`src/rtl/reg_dump_reader.sv`:
```
// reg_dump_reader
//   Walks the register file debug port from FIRST_REG to LAST_REG after a
//   START pulse. Each register is sent as a 5-byte frame on an 8-bit
//   valid/ready stream: header {3'b101, index}, then data bytes MSB first.
//   The data word is snapshotted once per frame, so later register writes
//   cannot corrupt a frame that is already being sent.
//
//   Optional build macro REG_DUMP_CHECKSUM_EN: after the last frame, one
//   trailer byte is sent. It holds the XOR of every byte sent in the dump.
//
// Ports
//   CLK         system clock (posedge)
//   RESET       synchronous reset, active-low
//   START       one-cycle dump request, honoured only when idle
//   DEBUG_ADDR  register index driven to the debug read port
//   DEBUG_DATA  combinational read data for DEBUG_ADDR
//   TX_DATA     byte out
//   TX_VALID    TX_DATA valid
//   TX_READY    sink accepts byte when TX_VALID && TX_READY at posedge
//   BUSY        dump in progress (including the DONE cycle)
//   DONE        one-cycle pulse at dump completion
module reg_dump_reader #(
  parameter int unsigned FIRST_REG = 0,
  parameter int unsigned LAST_REG  = 31
) (
  input  logic        CLK,
  input  logic        RESET,
  input  logic        START,
  output logic [4:0]  DEBUG_ADDR,
  input  logic [31:0] DEBUG_DATA,
  output logic [7:0]  TX_DATA,
  output logic        TX_VALID,
  input  logic        TX_READY,
  output logic        BUSY,
  output logic        DONE
);

`ifdef REG_DUMP_CHECKSUM_EN
  typedef enum logic [2:0] {
    S_IDLE, S_SETADDR, S_CAPTURE, S_SEND, S_DONE, S_CHKSUM
  } state_e;
`else
  typedef enum logic [2:0] {
    S_IDLE, S_SETADDR, S_CAPTURE, S_SEND, S_DONE
  } state_e;
`endif

  localparam logic [4:0] FIRST_A = FIRST_REG[4:0];
  localparam logic [4:0] LAST_A  = LAST_REG[4:0];

  state_e      state_q;
  logic [4:0]  addr_q;
  logic [31:0] snap_q;
  logic [2:0]  idx_q;
  logic [7:0]  tx_data_q;
  logic        tx_valid_q;
  logic        busy_q;
  logic        done_q;
`ifdef REG_DUMP_CHECKSUM_EN
  logic [7:0]  xor_q;
`endif

  logic        hs;
  logic [7:0]  next_byte;

  assign hs = tx_valid_q && TX_READY;

  // Byte that follows the one at idx_q within the current frame.
  always_comb begin
    next_byte = snap_q[7:0];
    case (idx_q)
      3'd0:    next_byte = snap_q[31:24];
      3'd1:    next_byte = snap_q[23:16];
      3'd2:    next_byte = snap_q[15:8];
      default: next_byte = snap_q[7:0];
    endcase
  end

  always_ff @(posedge CLK) begin
    if (!RESET) begin
      state_q    <= S_IDLE;
      addr_q     <= '0;
      snap_q     <= '0;
      idx_q      <= '0;
      tx_data_q  <= '0;
      tx_valid_q <= 1'b0;
      busy_q     <= 1'b0;
      done_q     <= 1'b0;
`ifdef REG_DUMP_CHECKSUM_EN
      xor_q      <= '0;
`endif
    end else begin
      done_q <= 1'b0;
      case (state_q)
        S_IDLE: begin
          if (START) begin
            addr_q  <= FIRST_A;
            busy_q  <= 1'b1;
            state_q <= S_SETADDR;
`ifdef REG_DUMP_CHECKSUM_EN
            xor_q   <= '0;
`endif
          end
        end
        S_SETADDR: begin
          state_q <= S_CAPTURE;
        end
        S_CAPTURE: begin
          snap_q     <= DEBUG_DATA;
          idx_q      <= '0;
          tx_data_q  <= {3'b101, addr_q};
          tx_valid_q <= 1'b1;
          state_q    <= S_SEND;
        end
        S_SEND: begin
          if (hs) begin
`ifdef REG_DUMP_CHECKSUM_EN
            xor_q <= xor_q ^ tx_data_q;
`endif
            if (idx_q != 3'd4) begin
              idx_q     <= idx_q + 3'd1;
              tx_data_q <= next_byte;
            end else if (addr_q < LAST_A) begin
              tx_valid_q <= 1'b0;
              addr_q     <= addr_q + 5'd1;
              state_q    <= S_SETADDR;
            end else begin
`ifdef REG_DUMP_CHECKSUM_EN
              // Fold the final data byte in here so the trailer is ready
              // without an extra cycle; valid stays high into the trailer.
              tx_data_q  <= xor_q ^ tx_data_q;
              state_q    <= S_CHKSUM;
`else
              tx_valid_q <= 1'b0;
              done_q     <= 1'b1;
              state_q    <= S_DONE;
`endif
            end
          end
        end
`ifdef REG_DUMP_CHECKSUM_EN
        S_CHKSUM: begin
          if (hs) begin
            tx_valid_q <= 1'b0;
            done_q     <= 1'b1;
            state_q    <= S_DONE;
          end
        end
`endif
        S_DONE: begin
          busy_q  <= 1'b0;
          state_q <= S_IDLE;
        end
        default: begin
          state_q <= S_IDLE;
        end
      endcase
    end
  end

  assign DEBUG_ADDR = addr_q;
  assign TX_DATA    = tx_data_q;
  assign TX_VALID   = tx_valid_q;
  assign BUSY       = busy_q;
  assign DONE       = done_q;

endmodule

```
`config.mk`:
```
export PLATFORM = sky130hd
export DESIGN_NAME = reg_dump_reader
export DESIGN_NICKNAME = d
export VERILOG_FILES = /design/src/rtl/reg_dump_reader.sv
export SDC_FILE = /design/constraint.sdc
export NUM_CORES = 1
export LEC_CHECK = 0
export CAP_MARGIN = 10
export CORE_MARGIN = 3
export CORE_UTILIZATION = 50
export CTS_CLUSTER_DIAMETER = 50
export CTS_CLUSTER_SIZE = 16
export DETAILED_ROUTE_END_ITERATION = 8
export PLACE_DENSITY = 0.79
export SETUP_SLACK_MARGIN = 0.3
export SLEW_MARGIN = 20
export SYNTH_ARGS = -nofsm -noshare
export SYNTH_HDL_FRONTEND = slang
export SYNTH_SLANG_ARGS = --single-unit
```
`constraint.sdc`:
```
create_clock -name CLK -period 2.5 [get_ports CLK]
set_input_delay 0.75 -clock CLK [delete_from_list [all_inputs] [get_ports CLK]]
set_output_delay 0.75 -clock CLK [all_outputs]
set_load 0.005 [all_outputs]
```
==> out/results.tsv, run 1 <==
metric	value	unit
run status	finished, final reports clean	
Synthesis Warnings	0	
post-DR wirelength/cell	14.2	um
largest net degree at the start of global routing	34	
area grow syn2layout	31.0	%
Max Clk Rate	0.473	GHz
Switching Power	428	uW
grt ovf	0	
CP top delay family	buffers and inverters	
Setup-failing EPs final	0	
Clk pin slew, worst setup/hold paths	0.09	ns
most common cell in the synthesized netlist	nand2_1	
I/O pin cnt	52	
Mean Syn Cell Area	8.08	um2
final-report hold violation count	0	
Final ANT Viol Nets	0	
Max-cap violations	0	
maximum VDD drop	437	uV
post-synth top area share	0.466	
Synth async-reset ratio	0	
leakage	1.09	nW
Post-CTS Setup Bufs	0	
sequential share of power	0.525	
Netlist Area Pre-Place	2320	um2
post-route cell area	3040	um2
worst endpoint data arrival time	1.36	ns
worst hold path type	reg -> reg	
Crit. End Element	output pin	
syn nets	328	
Area contributors post-synth	dfxtp_1 47%, nand2_1 13%, a21oi_1 8.6%	
share of cells above drive strength 1	0.0706	
post-synthesis cell type count	34	
Skew-Pair Late Insertion Delay	0.31	ns
sequential cell area	1080	um2
pre-CTS setup slack	0.0350	ns
Final Non-Filler Cells	392	
Core Region	4410	um2
Sw Share	0.241	
die width	74.1	um
RSZ-0062 raised after global routing	no	
total chip power	1.78	mW
Root Buffer	clkbuf_8	
sequential share of the synthesized area	0.466	
placed cell count	384	
Final WS setup	0.387	ns
max-slew violations	0	
Setup TNS Final	0	ns
GRT Overall Usage	0.212	
Die H	74.1	um
CP max stage delay	0.57	ns
area occupied by multi-input gates	1130	um2
first-pass GRT wire length	9.09	mm
Die Area	5490	um2
IO Port Bufs	51	
share of total power in combinational logic	0.128	
Clock Power Share	0.347	
Final min period	2.11	ns
drt first pass iters	4	
WP buf/inv	1	
Layout Nets	380	
FF+latch count, synth	54	
critical-path cell list	clkdlybuf4s50_1	
Setup CP Type	reg -> out	
PwrDens	585	nW/um2
Crit Path Max Fanout	7	
dpl hpwl	3.96	mm
Fin Clk Skew	0.00660	ns
vias in the first global route	2034	
CTS tree	yes	
Gate Count Post-Synth	287	
top cells by count, synth	79 x nand2_1, 54 x dfxtp_1, 40 x a21oi_1	
clk buf depth	2	
WP data required	1.75	ns
GPL Wtd Cong	0.843	
Cell Rows	24	
CP Launch Type	register	
FILL cells	366	
Final Core Density	0.688	
CTS sink count	54	
crit path max-delay cell type	clkdlybuf4s50_1	
TritonCTS buffer count	5	
n_diodes	0	
initial antenna violation count	0	
H-tree depth	2	
max_slew headroom	0.643	
largest area contributor in the netlist	dfxtp_1	
First DRT Iteration DRCs	164	
via/cell ratio	5.71	
final hold slack	0.460	ns
DR vias	2237	
crit share post-route	0.845	
DRC viols	0	
placed instance area	2910	um2
Slew @ Worst Pin	0.535	ns
Initial Util	0.525	
Post-synth top flop	dfxtp_1	
Pint	1.35	mW
Post-synth EDFFs	0	
DRT Wirelength	5.56	mm
-- kinds of logic after synthesis --
group | after synthesis | share of synthesized area
AO/OA/AOI/OAI | 89 | 0.254
flip-flops | 54 | 0.466
buffers and inverters | 26 | 0.0459
AND/OR/NAND/NOR | 113 | 0.207
adder cells (fa/ha/maj) | 5 | 0.0270
-- final cells by class --
cell class,count,area share
Clock buffer,6,0.0272
Tap cell,52,0.0214
Timing Repair Buffer,64,0.200
Multi-Input combinational cell,207,0.374
Clock inverter,2,0.0128
Sequential cell,54,0.356
Inverter,7,0.00865
-- cell usage in the layout, fill, tap and decap left out, drive strengths merged, types with 8 or more instances in the layout --
cell type / Yosys / layout
nor2: 11 / 11
a222oi: 8 / 8
nand2: 79 / 79
a211oi: 8 / 8
a21oi: 40 / 40
inv: 7 / 8
buf: 2 / 13
dfxtp: 54 / 54
clkdlybuf4s50: 0 / 51
o21ai: 8 / 8
-- power groups by stage --
stage	sequential [mW]	clock (mW)	combinational, mW
final	0.932	0.616	0.228
after CTS	0.932	0.616	0.228
after global placement	0.950	0	0.224
after global routing	0.937	0.651	0.252
after floorplan	0.942	0	0.116
after detailed placement	0.951	0	0.227
-- metal layers --
metal | GRT usage | routed length [um] | vias up
li1 | - | - | 1136
met1 | 0.267 | 2480 | 1024
met2 | 0.363 | 2660 | 70
met3 | 0.0378 | 342 | 7
met4 | 0.0765 | 72 | 0
met5 | 0 | 0 | -
-- repair_timing --
action | in CTS | in global routing
gates resized for setup | 0 | 1
setup endpoints to repair | 0 | 1
hold buffers | 0 | 0
-- sequential cells by signal, summed over array words and instances (netlist names) --
register	flops
snap_q	32
idx_q	3
state_q	3
DONE	1
TX_VALID	1
BUSY	1
TX_DATA	8
DEBUG_ADDR	5
-- final timing paths --
kind | from | to | slack [ns] | cells after the start
max | DEBUG_ADDR[3] | DEBUG_ADDR[3] | 0.39 | 1
min | snap_q[31] | snap_q[31] | 0.46 | 2
max reg2reg | state_q[0] | DEBUG_ADDR[1] | 0.45 | 4
min reg2reg | snap_q[31] | snap_q[31] | 0.46 | 2
Note: power is estimated with default switching activity, not from simulation.
==> run 2, diff against run 1 <==
Clock period 2.5 ns to 2.05 ns, I/O delays scaled along.
==> run 2 against run 1 <==
  * Highest routed layer unchanged
  * Critical path depth up 7
  * Largest power group unchanged
  * Non-clock buffer count up 20
  * Utilization up 6.1 points
==> out/results.tsv, run 2 (same netlist as run 1, synthesis figures left out) <==
metric	value	unit
run status	finished, final reports clean	
DRC viols	0	
Root Buffer	clkbuf_8	
Crit Path Max Fanout	6	
Die H	74.1	um
dpl hpwl	4.06	mm
Final ANT Viol Nets	0	
Die Area	5490	um2
post-DR wirelength/cell	16.7	um
area occupied by multi-input gates	1220	um2
share of cells above drive strength 1	0.208	
Final WS setup	0.288	ns
n_diodes	0	
Critical R2R Launch	idx_q[0]	
max-slew violations	0	
clk buf depth	2	
via/cell ratio	5.94	
Hold Crit Start	snap_q[6]	
Cell Rows	24	
Clock Power Share	0.321	
worst endpoint data arrival time	1.97	ns
Largest Register	snap_q	
DRT Wirelength	6.86	mm
GPL Wtd Cong	0.818	
CTS sink count	54	
Core Region	4410	um2
R2R depth	8	
total chip power	2.11	mW
RSZ-0062 raised after global routing	yes	
Fin Clk Skew	0.00799	ns
Final min period	1.76	ns
final hold slack	0.462	ns
CP Launch Type	register	
Hold EP	snap_q[6]	
Sw Share	0.263	
post-route cell area	3310	um2
Skew-Pair Late Insertion Delay	0.32	ns
crit path from	idx_q[0]	
sequential share of power	0.534	
TritonCTS buffer count	5	
most frequent cells in the layout	79 x nand2_1, 39 x dfxtp_1, 39 x a21oi_1	
Setup-failing EPs final	0	
placed instance area	2970	um2
Setup CP Type	reg -> reg	
FILL cells	342	
initial antenna violation count	0	
sequential cell area	1110	um2
die width	74.1	um
DR vias	2447	
Crit. End Element	register	
reg2reg end	DEBUG_ADDR[4]	
drt first pass iters	5	
Hold Path Depth	2	
final-report hold violation count	0	
Initial Util	0.525	
leakage	1.32	nW
Layout Nets	400	
area grow syn2layout	42.6	%
WP data required	2.26	ns
Slew @ Worst Pin	0.503	ns
vias in the first global route	2111	
Max-cap violations	0	
I/O pin cnt	52	
H-tree depth	2	
Setup TNS Final	0	ns
GRT Overall Usage	0.239	
largest net degree at the start of global routing	24	
crit share post-route	0.860	
grt ovf	0	
CTS tree	yes	
Pint	1.56	mW
PwrDens	640	nW/um2
First DRT Iteration DRCs	236	
share of total power in combinational logic	0.145	
maximum VDD drop	512	uV
flip-flop count of the largest register after layout	32	
first-pass GRT wire length	9.98	mm
Max Clk Rate	0.567	GHz
IO Port Bufs	51	
Switching Power	556	uW
pre-CTS setup slack	-0.177	ns
reg-to-reg setup timing slack	0.29	ns
worst hold path type	reg -> reg	
max_slew headroom	0.665	
Clk pin slew, worst setup/hold paths	0.10	ns
most common cell after layout, fill and taps aside	nand2_1	
-- run 2: per-stage QoR --
step	std cells	util
floorplan	287	-
detailed placement	390	0.673
global route	412	0.749
CTS	410	0.728
finish	412	0.749
global placement	390	0.673
-- run 2: worst max-delay path by stage --
stage,endpoint,slack (ns),depth (start not counted)
floorplan,TX_DATA[5],0.31,7
global placement,DEBUG_ADDR[4],-0.17,4
detailed placement,DEBUG_ADDR[4],-0.18,4
CTS,DEBUG_ADDR[3],0.26,1
global route,DEBUG_ADDR[4],0.22,7
finish,DEBUG_ADDR[4],0.29,8
-- run 2: layer usage --
layer / global-route usage / share of wire
met1: 0.306 / 0.42
met2: 0.377 / 0.49
met3: 0.0459 / 0.070
met4: 0.135 / 0.029
met5: 0 / 0
-- run 2: critical path, cell delays in order, from the launching register on --
cell and delay (ns):
dfxtp_4 0.38, inv_4 0.08, ha_4 0.18, nand4_1 0.11, a311o_1 0.33, buf_6 0.15, buf_4 0.15, a21oi_1 0.18
o21ai_1 0.10
-- run 2: cell type report --
cell class,instances,area share
Inverter,7,0.00871
Sequential cell,54,0.337
Tap cell,52,0.0197
Clock buffer,7,0.0291
Clock inverter,1,0.00265
Multi-Input combinational cell,207,0.369
Timing Repair Buffer,84,0.234
-- run 2: power by group through the flow --
stage | clock, mW | sequential, mW | combinational (mW)
after floorplan | 0 | 1.15 | 0.142
after global placement | 0 | 1.16 | 0.287
after detailed placement | 0 | 1.16 | 0.291
after CTS | 0.678 | 1.13 | 0.297
after global routing | 0.715 | 1.14 | 0.333
final | 0.678 | 1.13 | 0.307
-- run 2: repair_timing --
action	CTS	global route
hold buffers	0	0
endpoints found under the setup margin	31	12
pin swaps	7	14
buffers inserted	12	2
cloned	0	0
resized for setup	47	14
endpoints found under the hold margin	0	0
